## config.mk

```make
export PLATFORM = sky130hd
export DESIGN_NAME = term_cursor_ctrl
export DESIGN_NICKNAME = d
export VERILOG_FILES = /design/src/rtl/term_cursor_ctrl.sv
export SDC_FILE = /design/constraint.sdc
export NUM_CORES = 1
export LEC_CHECK = 0
export ABC_CLOCK_PERIOD_IN_PS = 7600
export CORE_UTILIZATION = 35
export DETAILED_ROUTE_END_ITERATION = 7
export HOLD_SLACK_MARGIN = 0.06
export PLACE_DENSITY = 0.61
export SLEW_MARGIN = 5
export SYNTH_ARGS = -nofsm -noshare
export SYNTH_HDL_FRONTEND = slang
export SYNTH_SLANG_ARGS = --single-unit
```

## constraint.sdc

```tcl
create_clock -name CLOCK_50 -period 7.6 [get_ports CLOCK_50]
set_input_delay 0.76 -clock CLOCK_50 [delete_from_list [all_inputs] [get_ports CLOCK_50]]
set_output_delay 0.76 -clock CLOCK_50 [all_outputs]
set_load 0.02 [all_outputs]
```

## src/rtl/term_cursor_ctrl.sv

```systemverilog
// term_cursor_ctrl: sole writer of the character screen RAM for the text
// terminal. It turns keyboard commands into cell writes and moves the cursor.
// It also handles line wrap, scrolling with row clearing, the power-up screen
// clear and the blinking cursor glyph.
module term_cursor_ctrl #(
  parameter int          COLS         = 70,
  parameter int          ROWS         = 30,
  parameter int          COL_W        = 7,
  parameter int          ROW_W        = 5,
  parameter int          BLINK_CYCLES = 25000000,
  parameter logic [7:0]  CURSOR_CHAR  = 8'h0B
) (
  input  logic             CLOCK_50,
  input  logic             rst_n,
  input  logic             in_valid,
  output logic             in_ready,
  input  logic [1:0]       in_kind,
  input  logic [7:0]       in_code,
  output logic             wr_en,
  output logic [ROW_W-1:0] wr_row,
  output logic [COL_W-1:0] wr_col,
  output logic [7:0]       wr_data,
  output logic [ROW_W-1:0] cur_row,
  output logic [COL_W-1:0] cur_col,
  output logic [ROW_W-1:0] scroll_top,
  output logic             busy
);

  localparam int LEN_W = COL_W + 1;
  localparam int BW    = (BLINK_CYCLES > 1) ? $clog2(BLINK_CYCLES) : 1;

  localparam logic [COL_W-1:0] LAST_COL   = COL_W'(COLS - 1);
  localparam logic [ROW_W-1:0] LAST_ROW   = ROW_W'(ROWS - 1);
  localparam logic [BW-1:0]    BLINK_LAST = BW'(BLINK_CYCLES - 1);
  localparam logic [LEN_W-1:0] LEN_FULL   = LEN_W'(COLS);

  localparam logic [1:0] K_PRINT = 2'd0;
  localparam logic [1:0] K_BKSP  = 2'd1;
  localparam logic [1:0] K_ENTER = 2'd2;

  typedef enum logic [2:0] {
    INIT,
    IDLE,
    EXEC,
    CLEAR,
    DRAW
  } state_t;

  state_t r_state;
  state_t w_next_state;

  logic [ROW_W-1:0] r_cur_row;
  logic [COL_W-1:0] r_cur_col;
  logic [ROW_W-1:0] r_scroll_top;
  logic [ROW_W-1:0] r_fill_row;
  logic [COL_W-1:0] r_fill_col;
  logic             r_blink_on;
  logic [BW-1:0]    r_blink_cnt;
  logic [LEN_W-1:0] r_line_len [ROWS];
  logic [1:0]       r_cmd_kind;
  logic [7:0]       r_cmd_code;

  logic [ROW_W-1:0] w_row_inc;
  logic [ROW_W-1:0] w_row_dec;
  logic [ROW_W-1:0] w_top_inc;
  logic [LEN_W-1:0] w_prev_len;
  logic             w_blink_tick;
  logic             w_accept;

  logic             w_exec_wr;
  logic [7:0]       w_exec_data;
  logic [ROW_W-1:0] w_new_row;
  logic [COL_W-1:0] w_new_col;
  logic [ROW_W-1:0] w_new_top;
  logic             w_newline;
  logic             w_scroll;
  logic             w_len_a_we;
  logic [LEN_W-1:0] w_len_a_val;
  logic             w_len_b_we;
  logic [ROW_W-1:0] w_len_b_idx;
  logic [LEN_W-1:0] w_len_b_val;

  logic             w_wr_en;
  logic [ROW_W-1:0] w_wr_row;
  logic [COL_W-1:0] w_wr_col;
  logic [7:0]       w_wr_data;
  logic             w_in_ready;

  assign w_row_inc    = (r_cur_row == LAST_ROW) ? '0 : r_cur_row + ROW_W'(1);
  assign w_row_dec    = (r_cur_row == '0) ? LAST_ROW : r_cur_row - ROW_W'(1);
  assign w_top_inc    = (r_scroll_top == LAST_ROW) ? '0 : r_scroll_top + ROW_W'(1);
  assign w_prev_len   = r_line_len[w_row_dec];
  assign w_blink_tick = (r_state == IDLE) && (r_blink_cnt == BLINK_LAST);
  assign w_accept     = (r_state == IDLE) && in_valid && w_in_ready;

  // Decode the latched command against the old cursor: cell write, new cursor, line lengths, scroll.
  always_comb begin
    w_exec_wr   = 1'b0;
    w_exec_data = 8'h00;
    w_new_row   = r_cur_row;
    w_new_col   = r_cur_col;
    w_new_top   = r_scroll_top;
    w_newline   = 1'b0;
    w_scroll    = 1'b0;
    w_len_a_we  = 1'b0;
    w_len_a_val = '0;
    w_len_b_we  = 1'b0;
    w_len_b_idx = w_row_inc;
    w_len_b_val = '0;

    case (r_cmd_kind)
      K_PRINT: begin
        w_exec_wr   = 1'b1;
        w_exec_data = r_cmd_code;
        w_len_a_we  = 1'b1;
        w_len_a_val = LEN_W'(r_cur_col) + LEN_W'(1);
        if (r_cur_col == LAST_COL) begin
          w_newline = 1'b1;
        end else begin
          w_new_col = r_cur_col + COL_W'(1);
        end
      end
      K_BKSP: begin
        if (r_cur_col != '0) begin
          w_exec_wr   = 1'b1;
          w_new_col   = r_cur_col - COL_W'(1);
          w_len_a_we  = 1'b1;
          w_len_a_val = LEN_W'(r_cur_col) - LEN_W'(1);
        end else if (r_cur_row != r_scroll_top) begin
          w_exec_wr = 1'b1;
          w_new_row = w_row_dec;
          if (w_prev_len < LEN_FULL) begin
            w_new_col = w_prev_len[COL_W-1:0];
          end else begin
            w_new_col   = LAST_COL;
            w_len_b_we  = 1'b1;
            w_len_b_idx = w_row_dec;
            w_len_b_val = LEN_W'(LAST_COL);
          end
        end
      end
      K_ENTER: begin
        w_exec_wr   = 1'b1;
        w_len_a_we  = 1'b1;
        w_len_a_val = LEN_W'(r_cur_col);
        w_newline   = 1'b1;
      end
      default: begin
      end
    endcase

    if (w_newline) begin
      w_new_row   = w_row_inc;
      w_new_col   = '0;
      w_len_b_we  = 1'b1;
      w_len_b_idx = w_row_inc;
      w_len_b_val = '0;
      if (w_row_inc == r_scroll_top) begin
        w_new_top = w_top_inc;
        w_scroll  = 1'b1;
      end
    end
  end

  // Next state and the single screen-RAM write port, chosen by the current state.
  always_comb begin
    w_next_state = r_state;
    w_wr_en      = 1'b0;
    w_wr_row     = r_cur_row;
    w_wr_col     = r_cur_col;
    w_wr_data    = 8'h00;
    w_in_ready   = 1'b0;

    case (r_state)
      INIT: begin
        w_wr_en  = 1'b1;
        w_wr_row = r_fill_row;
        w_wr_col = r_fill_col;
        if ((r_fill_row == LAST_ROW) && (r_fill_col == LAST_COL)) begin
          w_next_state = DRAW;
        end
      end
      IDLE: begin
        w_in_ready = !w_blink_tick;
        if (w_blink_tick) begin
          w_wr_en   = 1'b1;
          w_wr_data = r_blink_on ? 8'h00 : CURSOR_CHAR;
        end
        if (in_valid && !w_blink_tick) begin
          w_next_state = EXEC;
        end
      end
      EXEC: begin
        w_wr_en      = w_exec_wr;
        w_wr_data    = w_exec_data;
        w_next_state = w_scroll ? CLEAR : DRAW;
      end
      CLEAR: begin
        w_wr_en  = 1'b1;
        w_wr_col = r_fill_col;
        if (r_fill_col == LAST_COL) begin
          w_next_state = DRAW;
        end
      end
      DRAW: begin
        w_wr_en      = 1'b1;
        w_wr_data    = CURSOR_CHAR;
        w_next_state = IDLE;
      end
      default: begin
        w_next_state = INIT;
      end
    endcase
  end

  // State register; reset restarts the power-up clear.
  always_ff @(posedge CLOCK_50 or negedge rst_n) begin
    if (!rst_n) begin
      r_state <= INIT;
    end else begin
      r_state <= w_next_state;
    end
  end

  // Hold the accepted command for the EXEC cycle.
  always_ff @(posedge CLOCK_50 or negedge rst_n) begin
    if (!rst_n) begin
      r_cmd_kind <= 2'd0;
      r_cmd_code <= 8'h00;
    end else if (w_accept) begin
      r_cmd_kind <= in_kind;
      r_cmd_code <= in_code;
    end
  end

  // The cursor and display top move only at the end of EXEC.
  always_ff @(posedge CLOCK_50 or negedge rst_n) begin
    if (!rst_n) begin
      r_cur_row    <= '0;
      r_cur_col    <= '0;
      r_scroll_top <= '0;
    end else if (r_state == EXEC) begin
      r_cur_row    <= w_new_row;
      r_cur_col    <= w_new_col;
      r_scroll_top <= w_new_top;
    end
  end

  // Cell walker: row-major over the whole screen in INIT, along one row in CLEAR.
  always_ff @(posedge CLOCK_50 or negedge rst_n) begin
    if (!rst_n) begin
      r_fill_row <= '0;
      r_fill_col <= '0;
    end else if (r_state == INIT) begin
      if (r_fill_col == LAST_COL) begin
        r_fill_col <= '0;
        r_fill_row <= (r_fill_row == LAST_ROW) ? '0 : r_fill_row + ROW_W'(1);
      end else begin
        r_fill_col <= r_fill_col + COL_W'(1);
      end
    end else if (r_state == CLEAR) begin
      r_fill_row <= '0;
      r_fill_col <= (r_fill_col == LAST_COL) ? '0 : r_fill_col + COL_W'(1);
    end else begin
      r_fill_row <= '0;
      r_fill_col <= '0;
    end
  end

  // Blink timer: counts idle cycles, toggles the phase on each tick, restarts ON after every redraw.
  always_ff @(posedge CLOCK_50 or negedge rst_n) begin
    if (!rst_n) begin
      r_blink_on  <= 1'b1;
      r_blink_cnt <= '0;
    end else if (r_state == DRAW) begin
      r_blink_on  <= 1'b1;
      r_blink_cnt <= '0;
    end else if (r_state == IDLE) begin
      if (w_blink_tick) begin
        r_blink_on  <= ~r_blink_on;
        r_blink_cnt <= '0;
      end else begin
        r_blink_cnt <= r_blink_cnt + BW'(1);
      end
    end
  end

  // Per-row character counts; the new-row update is applied after the current-row one.
  always_ff @(posedge CLOCK_50 or negedge rst_n) begin
    if (!rst_n) begin
      for (int i = 0; i < ROWS; i++) begin
        r_line_len[i] <= '0;
      end
    end else if (r_state == EXEC) begin
      if (w_len_a_we) begin
        r_line_len[r_cur_row] <= w_len_a_val;
      end
      if (w_len_b_we) begin
        r_line_len[w_len_b_idx] <= w_len_b_val;
      end
    end
  end

  assign wr_en      = w_wr_en & rst_n;
  assign wr_row     = w_wr_row;
  assign wr_col     = w_wr_col;
  assign wr_data    = w_wr_data;
  assign in_ready   = w_in_ready;
  assign cur_row    = r_cur_row;
  assign cur_col    = r_cur_col;
  assign scroll_top = r_scroll_top;
  assign busy       = (r_state != IDLE);

endmodule
```

* Word-level counts from Yosys, hierarchy flattened
Cells that the tools add are included.
** Storage, ports and cells
- Register bits :: 308
- Input port bits :: 13
** Cells by class
- Add/sub/neg operators :: 10
- Equality and inequality tests :: 22
- Muxes and demuxes :: 77
- Bitwise operators :: 5
- Magnitude comparators :: 6
- Reduce and logical (&&, ||, !) cells :: 25
** Operator list (count)
- two-way mux 240 bit :: 3
- bitwise mux 240 bit :: 2
- two-way mux 7 bit :: 13
- demux 8 bit (select 5 bit) :: 2
- two-way mux 5 bit :: 16
- two-way mux 25 bit :: 3
- two-way mux 8 bit :: 7
- case mux 8 bit (3 select lines) :: 2
- binary-select mux 8 bit (select 5 bit) :: 1
- adder 25 x 1 -> 25 bit, second input constant :: 1
- equality test 25 bit, second input constant :: 1
- greater-or-equal comparator 6 bit, second input constant :: 3
- NOT 5 -> 6 bit :: 3
- two-way mux 1 bit :: 16
- adder 5 x 1 -> 5 bit, second input constant :: 3
- equality test 5 bit, second input constant :: 3
- case mux 3 bit (5 select lines) :: 1
- adder 7 x 1 -> 7 bit, second input constant :: 2
- equality test 7 bit, second input constant :: 2
- case mux 7 bit (2 select lines) :: 1
- less-than comparator 6 x 1 -> 1 bit, second input constant :: 2
- two-way mux 3 bit :: 4
- adder 7 x 1 -> 8 bit, second input constant :: 1
- less-than comparator 8 x 7 -> 1 bit, second input constant :: 1
- other kinds (33) :: 52

* Depth between registers and ports, before layout
- Depth in word-level cells :: 19
- Gate-level depth with buffers :: 21

* Least setup slack after synthesis
Ideal clock, no wire load.
- Path kind :: register -> register
- Start :: register r_cur_row[0] (netlist: cur_row[0])
- End :: register r_line_len[90] in the netlist's numbering
- Period minus slack after synthesis :: 4.865 ns
- Path buffers :: 6
- Arrival :: 4.744 ns
- Setup slack :: 2.735 ns
- Library setup time :: 0.121 ns
- Cell stages (with the launch flop) :: 20
- Path through :: dfrtp_1 clkinv_1 clkbuf_1 clkbuf_1 ha_1 or4b_1 buf_4 nand2_2 mux2_2 a2111oi_2 a211oi_1 o221a_2 or4_1 buf_2 and2_1 clkbuf_1 buf_2 nand4_1 o21ai_0 a22o_1
** Between the ends
- Word-level cells in the longest chain between the ends :: 19
- Elaborated cells on any way between the ends :: 44
- Those cells by class :: add/sub: 2; order compare: 5; eq/ne: 2; mux: 29; bitwise: 3; reduce/logical: 3
** RTL lines
- from (decl) :: RTL line 52 : logic [ROW_W-1:0] r_cur_row;
- from (signal assigned) :: RTL line 243 : r_cur_row <= w_new_row;
- subtractor 5 x 1 -> 5 bit or logical NOT 5 bit (tied branches) :: RTL line 90 : assign w_row_dec = (r_cur_row == '0) ? LAST_ROW : r_cur_row - ROW_W'(1);
- two-way mux 5 bit :: RTL line 90
- NOT 5 -> 6 bit (not written as such) :: RTL line 92 : assign w_prev_len = r_line_len[w_row_dec];
- binary-select mux 8 bit (select 5 bit) :: RTL line 92
- two-way mux 8 bit (not written as such) (2 in a row) :: RTL line 92
- less-than comparator 8 x 7 -> 1 bit :: RTL line 132 : if (w_prev_len < LEN_FULL) begin
- two-way mux 5 bit :: RTL line 132
- two-way mux 5 bit :: RTL line 129 : end else if (r_cur_row != r_scroll_top) begin
- (+2 left out)
- two-way mux 5 bit :: RTL line 152 : if (w_newline) begin
- NOT 5 -> 6 bit (not written as such) :: RTL line 299 : r_line_len[w_len_b_idx] <= w_len_b_val;
- greater-or-equal comparator 6 bit (not written as such) or less-than comparator 6 x 1 -> 1 bit (tied branches) :: RTL line 299
- logical AND 1 bit (not written as such) :: RTL line 299
- two-way mux 8 bit (not written as such) :: RTL line 299
- demux 8 bit (select 5 bit) :: RTL line 299
- bitwise mux 240 bit :: RTL line 299
- two-way mux 240 bit * :: RTL line 298 : if (w_len_b_we) begin
- to (signal, indexed assignment) :: RTL line 296 : r_line_len[r_cur_row] <= w_len_a_val;
- to (signal, indexed assignment) :: RTL line 299
- to (decl) :: RTL line 59 : logic [LEN_W-1:0] r_line_len [ROWS];
Mark *: on every way between the ends. The rest lies on a longest branch, timed or not. The select of a mux whose other input is x is not followed.
A chain may end at the register's enable or synchronous reset.

* Worst setup path after layout
- Start :: register r_cur_row[1] (netlist: cur_row[1])
- End :: register r_line_len[32] in the netlist's numbering
The elaborated chain is that of the path after synthesis.

==> summary.md <==
| Metric | Value |
|---|---|
| Max-slew violation count | 0 |
| Critical path data arrival time | 6760 ps |
| Total CTS buffers | 38 |
| Worst setup margin | 1279 ps |
| Via Count | 16855 |
| Post-detailed-routing wire length | 71.68 mm |
| DRT antenna net count | 0 |
| Most frequent cells in the layout | 306 x dfrtp_1, 199 x nor2_1, 190 x nand2_1 |
| Die height | 225.5 um |
| TritonCTS sink count | 308 |
| DR pass1 iterations | 6 |
| CP Cell Sequence | inv_1, ha_1, nor2_1, o31ai_1, and2_1, buf_4, o31ai_1, a211oi_1, o221a_2, o41a_1, nand3_1, a21oi_1, o21ai_2, a221o_1 |
| GRT Resource Usage Total | 28.19% |
| Die X | 225.5 um |
| Worst setup SP type | register |
| Syn Nets | 1914 |
| Maximum clock path buffer count | 3 |
| Worst Clk Skew | 21.51 ps |
| Resize count post-CTS | 0 |
| PortBufs | 52 |
| Crit-path most repeated cell | o31ai_1 |
| DR vias/cell | 6.470 |
| Kind of end point of the critical path | register |
| FP Rows | 81 |
| Final Setup Violations | 0 |
| CP max stage cell | o31ai_1 |
| Peak supply drop | 0.1747 mV |
| Clock transition at the registers of the reported paths | 50 ps |
| Number of antenna violations at the first check in global routing | 0 |
| DRT iter0 DRCs | 2530 |
| HP Class | in2async |
| Dpl ws | 1617 ps |
| Core box area | 49050 sq um |
| Outcome | finished, final reports clean |
| Pwr dens | 176.3 nW/um^2 |
| Largest family of logic cells by synthesized area | compound AO/OA/AOI/OAI gates |
| Cell count after synthesis | 1886 |
| Leak | 8.395 nW |
| Ant. Diodes | 0 |
| Post-synthesis register bit count | 308 |
| Post-synthesis adder-cell area fraction | 1.074% |
| Setup Buffers After CTS | 0 |
| CP Class | reg2reg |
| DIE AREA | 50830 sq um |
| Fmax | 0.1582 GHz |
| Fin. Hold Viols | 0 |
| Post-synthesis compound-gate area fraction | 27.40% |
| Post-Synth Simple-Gate Area | 17.88% |
| Slew @ Worst Pin | 1244 ps |
| Post-synthesis xor/xnor area fraction | 2.291% |
| Ports | 53 |
| Clk_lat worst skew | 570 ps |
| Share of cells above drive strength 1 | 10.46% |
| First-pass GRT wire length | 106.8 mm |
| FF-to-FF Start | cur_row[1]$_DFFE_PN0P_ |
| Distinct cells, synth | 94 |
| CTS root buf | clkbuf_16 |
| Critical Path RT | 8040 ps |
| Avg Cell Area, Syn | 9.267 sq um |
| Maximum number of pins on one net before global-route repair | 77 |
| Rel. slew slack | 16.95% |
| Initial Util | 35.63% |
| Commonest non-fill, non-tap cell in the layout | dfrtp_1 |
| Cts hold-fix bufs | 0 |
| Slowest stage delay, CP | 750 ps |
| H-tree lvl count | 2 |
| Final setup TNS | 0 ps |
| Max_cap viols | 0 |
| Seq/Total Area, Yosys | 44.10% |
| CP Max Fanout | 12 |
| Reg2Reg Setup Slack | 1280 ps |
| YS warnings | 0 |
| Post-synth EDFFs | 0 |
| CTS tree | done |
| DRC | 0 |
| Most common flop cell mapped by yosys | dfrtp_1 |
| Final worst path period share | 83.17% |
| Nets | 1940 |
| Grt total ovfl | 0 |
| Post-synth ARST share | 100.0% |
| Unrepaired setup endpoints after global routing | no |
| Mux contribution to synthesized area | 3.551% |
| WL per Instance | 27.52 um |
| Final min period | 6321 ps |
| P&R area growth vs syn | 14.37% |
| Cell Area, Synth | 17480 sq um |
| Worst setup path start | cur_row[1]$_DFFE_PN0P_ |
| Vias in the first global route | 16046 |
| GPL Wtd Cong | 1.025 |
| DP Wirelength | 50.29 mm |
## worst paths after layout
check                                        endpoint  cells after the start
max in group asynchronous      cur_row[4]$_DFFE_PN0P_                      3
min reg2reg                r_line_len[48]$_DFFE_PN0P_                      1
min                        r_line_len[13]$_DFFE_PN0P_                      1
max                        r_line_len[32]$_DFFE_PN0P_                     14
min in group CLOCK_50      r_line_len[48]$_DFFE_PN0P_                      1
max reg2reg                r_line_len[32]$_DFFE_PN0P_                     14
## state kept, by name (all words and copies together) (netlist names)
| name | cells |
|---|---|
| cur_col | 7 |
| cur_row | 5 |
| r_blink_cnt | 25 |
| r_blink_on | 1 |
| r_cmd_code | 8 |
| r_cmd_kind | 2 |
| r_fill_col | 7 |
| r_fill_row | 5 |
| r_line_len | 240 |
| r_state | 3 |
| scroll_top | 5 |
## through the flow
stage	utilization [%]	hold slack (ps)	instances	total power (W)	instance area [sq um]
floorplan	-	442.9	1886	0.001671	17480
CTS	40.75	127.4	2605	0.003550	19990
finish	40.75	123.1	2605	0.003524	19990
global route	40.75	134.5	2605	0.003618	19990
detailed placement	38.20	466.1	2536	0.001715	18740
global placement	38.20	461.2	2536	0.001714	18740
## final cells by class
type | count | area (sq um)
repair buffers | 97 | 875.8
well taps | 664 | 830.8
inverters | 43 | 161.4
multi-input cells | 1424 | 9158
clock inverters | 9 | 98.84
clock buffers | 60 | 1155
flip-flops and latches | 308 | 7710
fillers | 4850 | 29060
## cell families after synthesis
logic type | count (synthesis)
multiplexers | 57
AND/OR/NAND/NOR | 666
XOR/XNOR | 44
buffers and inverters | 154
adder cells (fa/ha/maj) | 15
flip-flops | 308
AO/OA/AOI/OAI | 642
## where the power goes
part           internal, W  leakage [nW]  switching [W]
registers          0.00164          4.28              0
logic           0.00000756          3.49      0.0000347
clock network      0.00111         0.622       0.000733
total              0.00276          8.39       0.000767
## Yosys cell counts, drive strengths merged, types with 7 or more instances
cell / instances / share of area, %
buf: 37 / 1.2
nand2: 193 / 4.3
dfrtp: 307 / 44
a31oi: 26 / 0.93
mux2: 20 / 1.3
nor3: 69 / 2.1
a32oi: 9 / 0.45
a22o: 98 / 4.9
or3: 12 / 0.43
nor2: 206 / 4.4
a211oi: 51 / 2.2
nor2b: 7 / 0.25
o221a: 28 / 1.8
xor2: 23 / 1.2
mux2i: 35 / 2.0
o22ai: 12 / 0.43
ha: 15 / 1.1
a21oi: 107 / 3.2
o31ai: 8 / 0.34
nand4: 27 / 0.97
o21ai: 107 / 3.2
a211o: 7 / 0.35
a221oi: 21 / 1.1
o2bb2ai: 21 / 1.1
nand2b: 14 / 0.54
o21a: 9 / 0.39
a221o: 20 / 1.1
nand3: 53 / 1.5
clkbuf: 74 / 1.6
and2: 24 / 0.86
inv: 42 / 0.90
o211ai: 16 / 0.74
nor4: 16 / 0.57
a22oi: 12 / 0.52
and3: 26 / 0.93
o221ai: 7 / 0.35
a21o: 22 / 0.94
xnor2: 21 / 1.1
## per-layer routing
layer / up-vias / share of wire (%) / GRT usage (%)
li1: 7158 / - / -
met1: 8339 / 42 / 38.76
met2: 1109 / 42 / 40.65
met3: 249 / 11 / 7.066
met4: 0 / 5.6 / 14.77
met5: - / 0 / 0
## critical path, delay by kind of cell, from the launching register on
kind                       cells  cell delay, ps
AOI/OAI and AO/OA              8            3410
and+or+nand+nor                3            1010
adders and majority gates      1             730
buffers and inverters          2             570
DFF                            1             470
Power figures use the tool's default switching activity.
